[config.mk]
export PLATFORM = sky130hd
export DESIGN_NAME = logic_gate_pipe
export DESIGN_NICKNAME = d
export VERILOG_FILES = /design/src/rtl/logic_gate_pipe.sv
export SDC_FILE = /design/constraint.sdc
export NUM_CORES = 1
export LEC_CHECK = 0
export CAP_MARGIN = 30
export CORE_MARGIN = 10
export CORE_UTILIZATION = 35
export CTS_CLUSTER_DIAMETER = 120
export CTS_CLUSTER_SIZE = 8
export DETAILED_ROUTE_END_ITERATION = 7
export PLACE_DENSITY = 0.55
export SETUP_SLACK_MARGIN = 0.15
export SYNTH_ARGS = -nofsm -noshare
export SYNTH_HDL_FRONTEND = slang
export SYNTH_SLANG_ARGS = --single-unit
[constraint.sdc]
create_clock -name clk -period 2.7 [get_ports clk]
set_input_delay 0.54 -clock clk [delete_from_list [all_inputs] [get_ports clk]]
set_output_delay 0.54 -clock clk [all_outputs]
set_load 0.005 [all_outputs]
[src/rtl/logic_gate_pipe.sv]
// logic_gate_pipe
//   Registered two-operand bitwise gate with a valid/ready stream interface.
//   A direct beat returns f(a, b, op) one cycle after acceptance. An
//   accumulate packet, opened by acc_en in IDLE, folds each beat through the
//   selected gate with the running result standing in for operand B. Only the
//   final value of the packet is emitted.
//
// Ports
//   clk, rst            clock; synchronous active-high reset
//   in_valid/in_ready   input beat handshake
//   a, b, op            operands and gate select (b unused while accumulating)
//   acc_en, in_last     open a packet (IDLE only) / final beat of a packet
//   out_valid/out_ready result handshake
//   y, y_zero, y_parity result and its registered zero / parity flags
//   beat_cnt            beats folded into y, saturating
module logic_gate_pipe #(
    parameter int unsigned WIDTH = 8,
    parameter int unsigned CNT_W = 8
) (
    input  logic             clk,
    input  logic             rst,
    input  logic             in_valid,
    output logic             in_ready,
    input  logic [WIDTH-1:0] a,
    input  logic [WIDTH-1:0] b,
    input  logic [2:0]       op,
    input  logic             acc_en,
    input  logic             in_last,
    output logic             out_valid,
    input  logic             out_ready,
    output logic [WIDTH-1:0] y,
    output logic             y_zero,
    output logic             y_parity,
    output logic [CNT_W-1:0] beat_cnt
);

    typedef enum logic {
        IDLE,
        ACCUM
    } state_t;

    state_t             state_q, state_d;
    logic [WIDTH-1:0]   acc_q, acc_d;
    logic [CNT_W-1:0]   cnt_q, cnt_d;
    logic [WIDTH-1:0]   y_q, y_d;
    logic               y_zero_q, y_zero_d;
    logic               y_parity_q, y_parity_d;
    logic [CNT_W-1:0]   beat_cnt_q, beat_cnt_d;
    logic               out_valid_q, out_valid_d;

    logic               accept;
    logic [CNT_W-1:0]   cnt_inc;
    logic [WIDTH-1:0]   res;
    logic               load_y;

    function automatic logic [WIDTH-1:0] gate_f(
        input logic [WIDTH-1:0] x,
        input logic [WIDTH-1:0] z,
        input logic [2:0]       sel
    );
        logic [WIDTH-1:0] r;
        case (sel)
            3'd0:    r = x & z;
            3'd1:    r = x | z;
            3'd2:    r = ~(x & z);
            3'd3:    r = ~(x | z);
            3'd4:    r = x ^ z;
            3'd5:    r = ~(x ^ z);
            3'd6:    r = ~x;
            default: r = ~z;
        endcase
        return r;
    endfunction

    // Ready only looks at the output slot so a held result back-pressures
    // every beat, including beats in the middle of a packet.
    assign in_ready = !out_valid_q || out_ready;
    assign accept   = in_valid && in_ready;
    assign cnt_inc  = (cnt_q == '1) ? cnt_q : cnt_q + CNT_W'(1);

    always_comb begin
        state_d     = state_q;
        acc_d       = acc_q;
        cnt_d       = cnt_q;
        y_d         = y_q;
        y_zero_d    = y_zero_q;
        y_parity_d  = y_parity_q;
        beat_cnt_d  = beat_cnt_q;
        out_valid_d = out_valid_q;
        load_y      = 1'b0;
        res         = '0;

        if (out_valid_q && out_ready) begin
            out_valid_d = 1'b0;
        end

        if (accept) begin
            case (state_q)
                IDLE: begin
                    res = gate_f(a, b, op);
                    if (acc_en && !in_last) begin
                        acc_d   = res;
                        cnt_d   = CNT_W'(1);
                        state_d = ACCUM;
                    end else begin
                        load_y     = 1'b1;
                        beat_cnt_d = CNT_W'(1);
                    end
                end
                default: begin
                    res = gate_f(a, acc_q, op);
                    if (in_last) begin
                        load_y     = 1'b1;
                        beat_cnt_d = cnt_inc;
                        acc_d      = '0;
                        cnt_d      = '0;
                        state_d    = IDLE;
                    end else begin
                        acc_d = res;
                        cnt_d = cnt_inc;
                    end
                end
            endcase
        end

        // A load in the same cycle as an output handshake wins, keeping
        // out_valid high with the fresh result.
        if (load_y) begin
            y_d         = res;
            y_zero_d    = (res == '0);
            y_parity_d  = ^res;
            out_valid_d = 1'b1;
        end
    end

    always_ff @(posedge clk) begin
        if (rst) begin
            state_q     <= IDLE;
            acc_q       <= '0;
            cnt_q       <= '0;
            y_q         <= '0;
            y_zero_q    <= 1'b1;
            y_parity_q  <= 1'b0;
            beat_cnt_q  <= '0;
            out_valid_q <= 1'b0;
        end else begin
            state_q     <= state_d;
            acc_q       <= acc_d;
            cnt_q       <= cnt_d;
            y_q         <= y_d;
            y_zero_q    <= y_zero_d;
            y_parity_q  <= y_parity_d;
            beat_cnt_q  <= beat_cnt_d;
            out_valid_q <= out_valid_d;
        end
    end

    assign out_valid = out_valid_q;
    assign y         = y_q;
    assign y_zero    = y_zero_q;
    assign y_parity  = y_parity_q;
    assign beat_cnt  = beat_cnt_q;

endmodule

# Word level (Yosys, flattened, before mapping)
# Cells that the tools add are included.
# W data, S select, Z words.
[classes]
n_addsub = 1
eq_ne = 9
n_mux = 23
n_bitwise = 15
reduce_logical = 13
[op_table]
columns = ["op", "count"]
rows = [
  ["$pmux W8 S7", 2],
  ["$mux W8", 12],
  ["$not A8 Y8", 9],
  ["$and A8 B8 Y8", 2],
  ["$or A8 B8 Y8", 2],
  ["$xor A8 B8 Y8", 2],
  ["$eq A3 B3 Y1 const B", 3],
  ["$mux W1", 9],
  ["$add A8 B1 Y8 const B", 1],
  ["$eq A8 B8 Y1 const B", 1],
  ["$logic_not A8 Y1", 1],
  ["$reduce_xor A8 Y1", 1],
  ["$eq A3 B2 Y1 const B", 2],
  ["$ne A2 B2 Y1 const B", 2],
  ["$reduce_bool A2 Y1", 2],
  ["$eq A3 B1 Y1 const B", 1],
  ["$logic_and A1 B1 Y1", 3],
  ["$logic_not A3 Y1", 1],
  ["$reduce_and A3 Y1", 1],
  ["$logic_not A1 Y1", 2],
  ["$reduce_and A2 Y1", 1],
  ["$logic_or A1 B1 Y1", 1],
]
[totals]
register_bits = 36
input_bits = 25
out_inout_bits = 20
elab_cells = 69

# Depth between registers and ports, before layout
# Gate-level depths: netlist (run 1).
[depth]
word_depth = 6
depth_mapped = 13
mapped_depth_nobuf = 11

# Worst setup path before layout (run 1)
# No wires, ideal clock.
[synth_path]
kind = "input port to flip-flop"
start = "in op[2]"
end = "reg y_parity_q (netlist: y_parity)"
setup_ns = 0.086
arrival_time_ns = 2.512
required_time_ns = 2.614
slack_ns = 0.103
path_stages = 10
path_buffers = 1
cell_sequence = "buf_6 inv_1 mux4_2 a22o_1 a31oi_1 nand2b_1 ha_1 xnor2_1 xnor2_1 a211oi_1"
[synth_via]
elab_chain_cells = 5
elab_cells_between_ends = 12
classes_between = "eq/ne (6); mux (4); reduce/logical (2)"
[synth_rtl]
columns = ["item", "line", "rtl"]
rows = [
  ["from (decl)", "26", "input logic [2:0] op,"],
  ["$eq A3 B3 Y1, or another cell as far along", "62", "case (sel)"],
  ["$pmux W8 S7", "62", ""],
  ["$mux W8 (*)", "98", "case (state_q)"],
  ["$mux W8 (*)", "97", "if (accept) begin"],
  ["$reduce_xor A8 Y1 (*)", "131", "y_parity_d = ^res;"],
  ["to (signal assigned)", "152", "y_parity_q <= y_parity_d;"],
  ["to (decl)", "47", "logic y_parity_q, y_parity_d;"],
]
# Every way passes the cells marked *; elsewhere a longest branch is shown, timed or not.
# A chain may end at the register's enable or synchronous reset.

# Worst setup path in the final report (run 1)
[layout_path]
start = "in a[5]"
end = "reg y_parity_q (netlist: y_parity)"
[layout_via]
elab_chain_cells = 6
elab_cells_between_ends = 18
classes_between = "mux (4); bitwise (13); reduce/logical (1)"
[layout_rtl]
columns = ["item", "line", "rtl"]
rows = [
  ["from (decl)", "24", "input logic [WIDTH-1:0] a,"],
  ["$xor A8 B8 Y8, or another cell as far along", "67, 68", ""],
  ["$not A8 Y8, on equally long branches", "68, 65, 66", ""],
  ["$pmux W8 S7", "62", ""],
  ["$mux W8 (*)", "98", ""],
  ["$mux W8 (*)", "97", ""],
  ["$reduce_xor A8 Y1 (*)", "131", ""],
]
# Marked as above.

==> results of run 1 <==
critical path, delay by kind of cell:
kind                       cells  cell delay [ns]
adders and majority gates      2             0.46
buffers and inverters          2             0.18
xor gates and xnor gates       2             0.25
and+or+nand+nor                1             0.09
AOI/OAI and AO/OA              4             0.90
muxes                          1             0.26
registers in the layout, summed over array words and instances, names as in the netlist:
name and count:
state_q 1, y 8, cnt_q 8, y_parity 1
out_valid 1, acc_q 8, beat_cnt 8, y_zero 1
cells in the final DEF (no fill, tap or decap), types with 5 or more instances in the layout:
cell type | synthesis | final
buf_4 | 6 | 100
nor2b_1 | 23 | 23
inv_2 | 0 | 13
nand3_1 | 13 | 13
clkdlybuf4s50_1 | 0 | 25
ha_1 | 37 | 18
a311oi_1 | 6 | 6
mux2i_1 | 15 | 12
buf_6 | 5 | 5
a22oi_1 | 8 | 8
dfxtp_1 | 36 | 32
nor3_1 | 8 | 7
o21ai_1 | 5 | 7
ha_4 | 0 | 17
a31oi_1 | 6 | 5
o211ai_1 | 7 | 7
nand2b_1 | 9 | 8
nand2_1 | 34 | 32
mux2_2 | 6 | 6
o21ai_0 | 16 | 12
a21oi_1 | 20 | 18
inv_1 | 31 | 16
a221o_1 | 5 | 5
nor2_1 | 34 | 34
clkbuf_8 | 0 | 7
clkbuf_2 | 0 | 10
a211oi_2 | 1 | 5
logic make-up (layout without fill, tap and decap cells):
family | Yosys count | after routing | synth area share (%)
simple gates | 154 | 154 | 22.4
compound gates | 124 | 124 | 25.6
fa+ha+maj | 37 | 37 | 12.9
xor+xnor | 5 | 5 | 1.22
buf+inv | 62 | 191 | 9.26
mux | 26 | 26 | 8.57
flops | 36 | 36 | 20.1
worst min path at each step:
stage / from / endpoint / cells past startpoint
finish: beat_cnt[3] / beat_cnt[3] / 2
global route: beat_cnt[3] / beat_cnt[3] / 2
CTS: beat_cnt[3] / beat_cnt[3] / 2
detailed placement: beat_cnt[3] / beat_cnt[3] / 2
global placement: beat_cnt[5] / beat_cnt[5] / 2
floorplan: acc_q[0] / acc_q[0] / 2
per-layer routing:
layer,vias to the layer above,wire length [µm],GRT usage [%]
met1,1835,5240,19.3
met3,19,588,2.84
met4,0,186,4.02
met5,-,0,0
met2,88,6000,26.7
li1,1882,-,-
metrics by stage:
step | hold WS, ns | cell area (µm²) | total power [µW] | utilization (%) | TNS, ns
2_1_floorplan | 0.448 | 3610 | 969 | - | 0
3_3_place_gp | 0.446 | 4590 | 1230 | 46.4 | -0.845
3_5_place_dp | 0.447 | 4590 | 1240 | 46.4 | -0.951
4_1_cts | 0.457 | 5100 | 1890 | 51.5 | 0
5_1_grt | 0.475 | 5390 | 2080 | 54.4 | 0
6_report | 0.453 | 5390 | 1970 | 54.4 | 0
power groups by stage:
stage | Combinational, µW | Sequential (µW) | Clock [µW]
after detailed placement | 652 | 591 | 0
after global placement | 639 | 591 | 0
after global routing | 924 | 583 | 572
final | 852 | 579 | 539
after floorplan | 381 | 588 | 0
after CTS | 766 | 579 | 547
final cells by class:
type / instances / share of cell area [%]
Multi-Input combinational cell: 346 / 54.8
Clock buffer: 7 / 1.79
Tap cell: 133 / 3.09
Clock inverter: 1 / 0.557
Sequential cell: 36 / 13.6
Timing Repair Buffer: 152 / 23.9
Inverter: 31 / 2.30
what timing repair did:
| item | CTS | global route |
|---|---|---|
| cloned | 1 | 1 |
| buffers inserted | 17 | 12 |
| hold buffers | 0 | 0 |
| pin swaps | 37 | 41 |
| endpoints found under the setup margin | 2 | 3 |
| resized for setup | 57 | 74 |
==> key figures, run 1 <==
Drt
  • DRC viols: 0
  • Average wire per standard cell: 17.0 µm
  • Via/cell ratio: 5.42
  • DR pass1 iterations: 5
  • Number of nets with antenna violations after routing: 0
  • WL final: 12000 µm
  • Initial DRC Count: 217
  • Via count: 3824

Setup path
  • Worst Setup End Kind: register
  • R2r endpoint: y_parity
  • Setup crit end: y_parity
  • CP required: 2.92 ns
  • Worst path max stage delay: 0.43 ns
  • R2r setup slk: 0.25 ns
  • Slowest CP cell: a222oi_1
  • RR Startpoint: acc_q[1]
  • Startpoint types: primary input
  • CP Max Fanout: 2
  • Cell mode on critical path: ha_4
  • CP startpoint: a[5]
  • Critical path cell sequence: clkbuf_2, inv_2, ha_4, mux2_4, a222oi_1, o21ai_2, o22ai_2, nand2_2, ha_4, xnor2_2, xnor2_1, a211oi_1
  • Reg2reg path depth: 10
  • Crit path kind: in2reg
  • Critical Path AT: 2.69 ns

Power
  • Internal Pwr Total: 1350 µW
  • Sw Pwr: 624 µW
  • Clock group share of total power: 27.4%
  • Sequential share of power: 29.4%
  • Peak supply drop: 0.000215 V
  • Leak: 0.00222 µW
  • PwrDens: 366 nW/µm²
  • Logic pwr share: 43.3%
  • Sw Share: 31.7%

Synthesis
  • Post-synth EDFFs: 0
  • Most frequently used flop master after synthesis: dfxtp_1
  • Synth cell types: 77
  • Syn_nets: 506
  • Seq/Total Area, Yosys: 20.1%
  • Synth Instances: 444
  • FFs w/ async S/R, synth: 0%
  • Avg Cell Area, Syn: 8.09 µm²
  • Synth top cells by count: ha_1 (37), dfxtp_1 (36), nand2_1 (34), nor2_1 (34), inv_1 (31)
  • Yosys warns: 0
  • Top-area cell type share of the netlist area: 20.1%
  • Synth top area cells: dfxtp_1 (20%), ha_1 (13%), mux2i_1 (4.2%)
  • Yosys reg bits: 36
  • Synth area leader: dfxtp_1
  • Cell with the most instances after synthesis: ha_1
  • Mapped Area: 3590 µm²

Clocking
  • Clk_lat worst skew: 0.30 ns
  • Num CTS Buffers: 5
  • Longest Clk Path Bufs: 2
  • CTS H-tree lvls: 2
  • Root buffer cell: clkbuf_8
  • CTS clk-pin slew, worst paths: 0.08 ns
  • Clk sinks: 36
  • TritonCTS clock tree: built

Final layout
  • Sequential Area: 731 µm²
  • Area of the multi-input gates: 2960 µm²
  • N_diodes: 0
  • Nets: 634
  • Fill cell count: 947
  • Area grow syn2layout: 50.0%
  • Share of layout cells above drive strength 1: 39.3%
  • Final Instance Count excl. Fillers: 706

STA
  • Highest Clock Rate: 405 MHz
  • Max Slew Vio Count: 0
  • Min cycle time layout: 2.47 ns
  • Final Cycle Share: 91.5%
  • Normalized max-slew margin: 65.1%
  • Worst-Margin Slew: 0.521 ns
  • RSZ-0062 raised after global routing: false
  • Final setup vio count: 0
  • Hold Vio Cnt, Final: 0
  • Final WS setup: 0.231 ns
  • Clock Skews: 0.0105 ns

Floorplan
  • Boundary Pins: 45
  • Die W: 121 µm
  • Die area: 14700 µm²
  • Num rows: 36
  • Die Y-Extent: 121 µm
  • CORE AREA: 9910 µm²
  • Initial core utilization: 36.3%

Place
  • Port Buffers: 44
  • Gpl congestion: 0.888
  • Placed insts: 667
  • Post-DP HPWL: 8570 µm
  • Pre-CTS setup slack: -0.565 ns

Global route
  • Total grt overflow: 0
  • Largest net degree at the start of global routing: 27
  • Gr usage total: 15.5%
  • First-pass GRT wire length: 19100 µm
  • Initial antenna violation count: 0
  • Number of global-route vias before repair: 3851

Job
  • Max Cap Violations: 0

Worst hold path
  • Worst Hold Class: reg2reg

Status
  • Status: completed
Power figures use the tool's default switching activity.
==> run 2: changes to the inputs <==
- ABC_AREA: default -> 0
- TNS_END_PERCENT: default -> 50
==> results of run 2 <==
No change in the layout: final DEF, timing and power equal those of run 1.
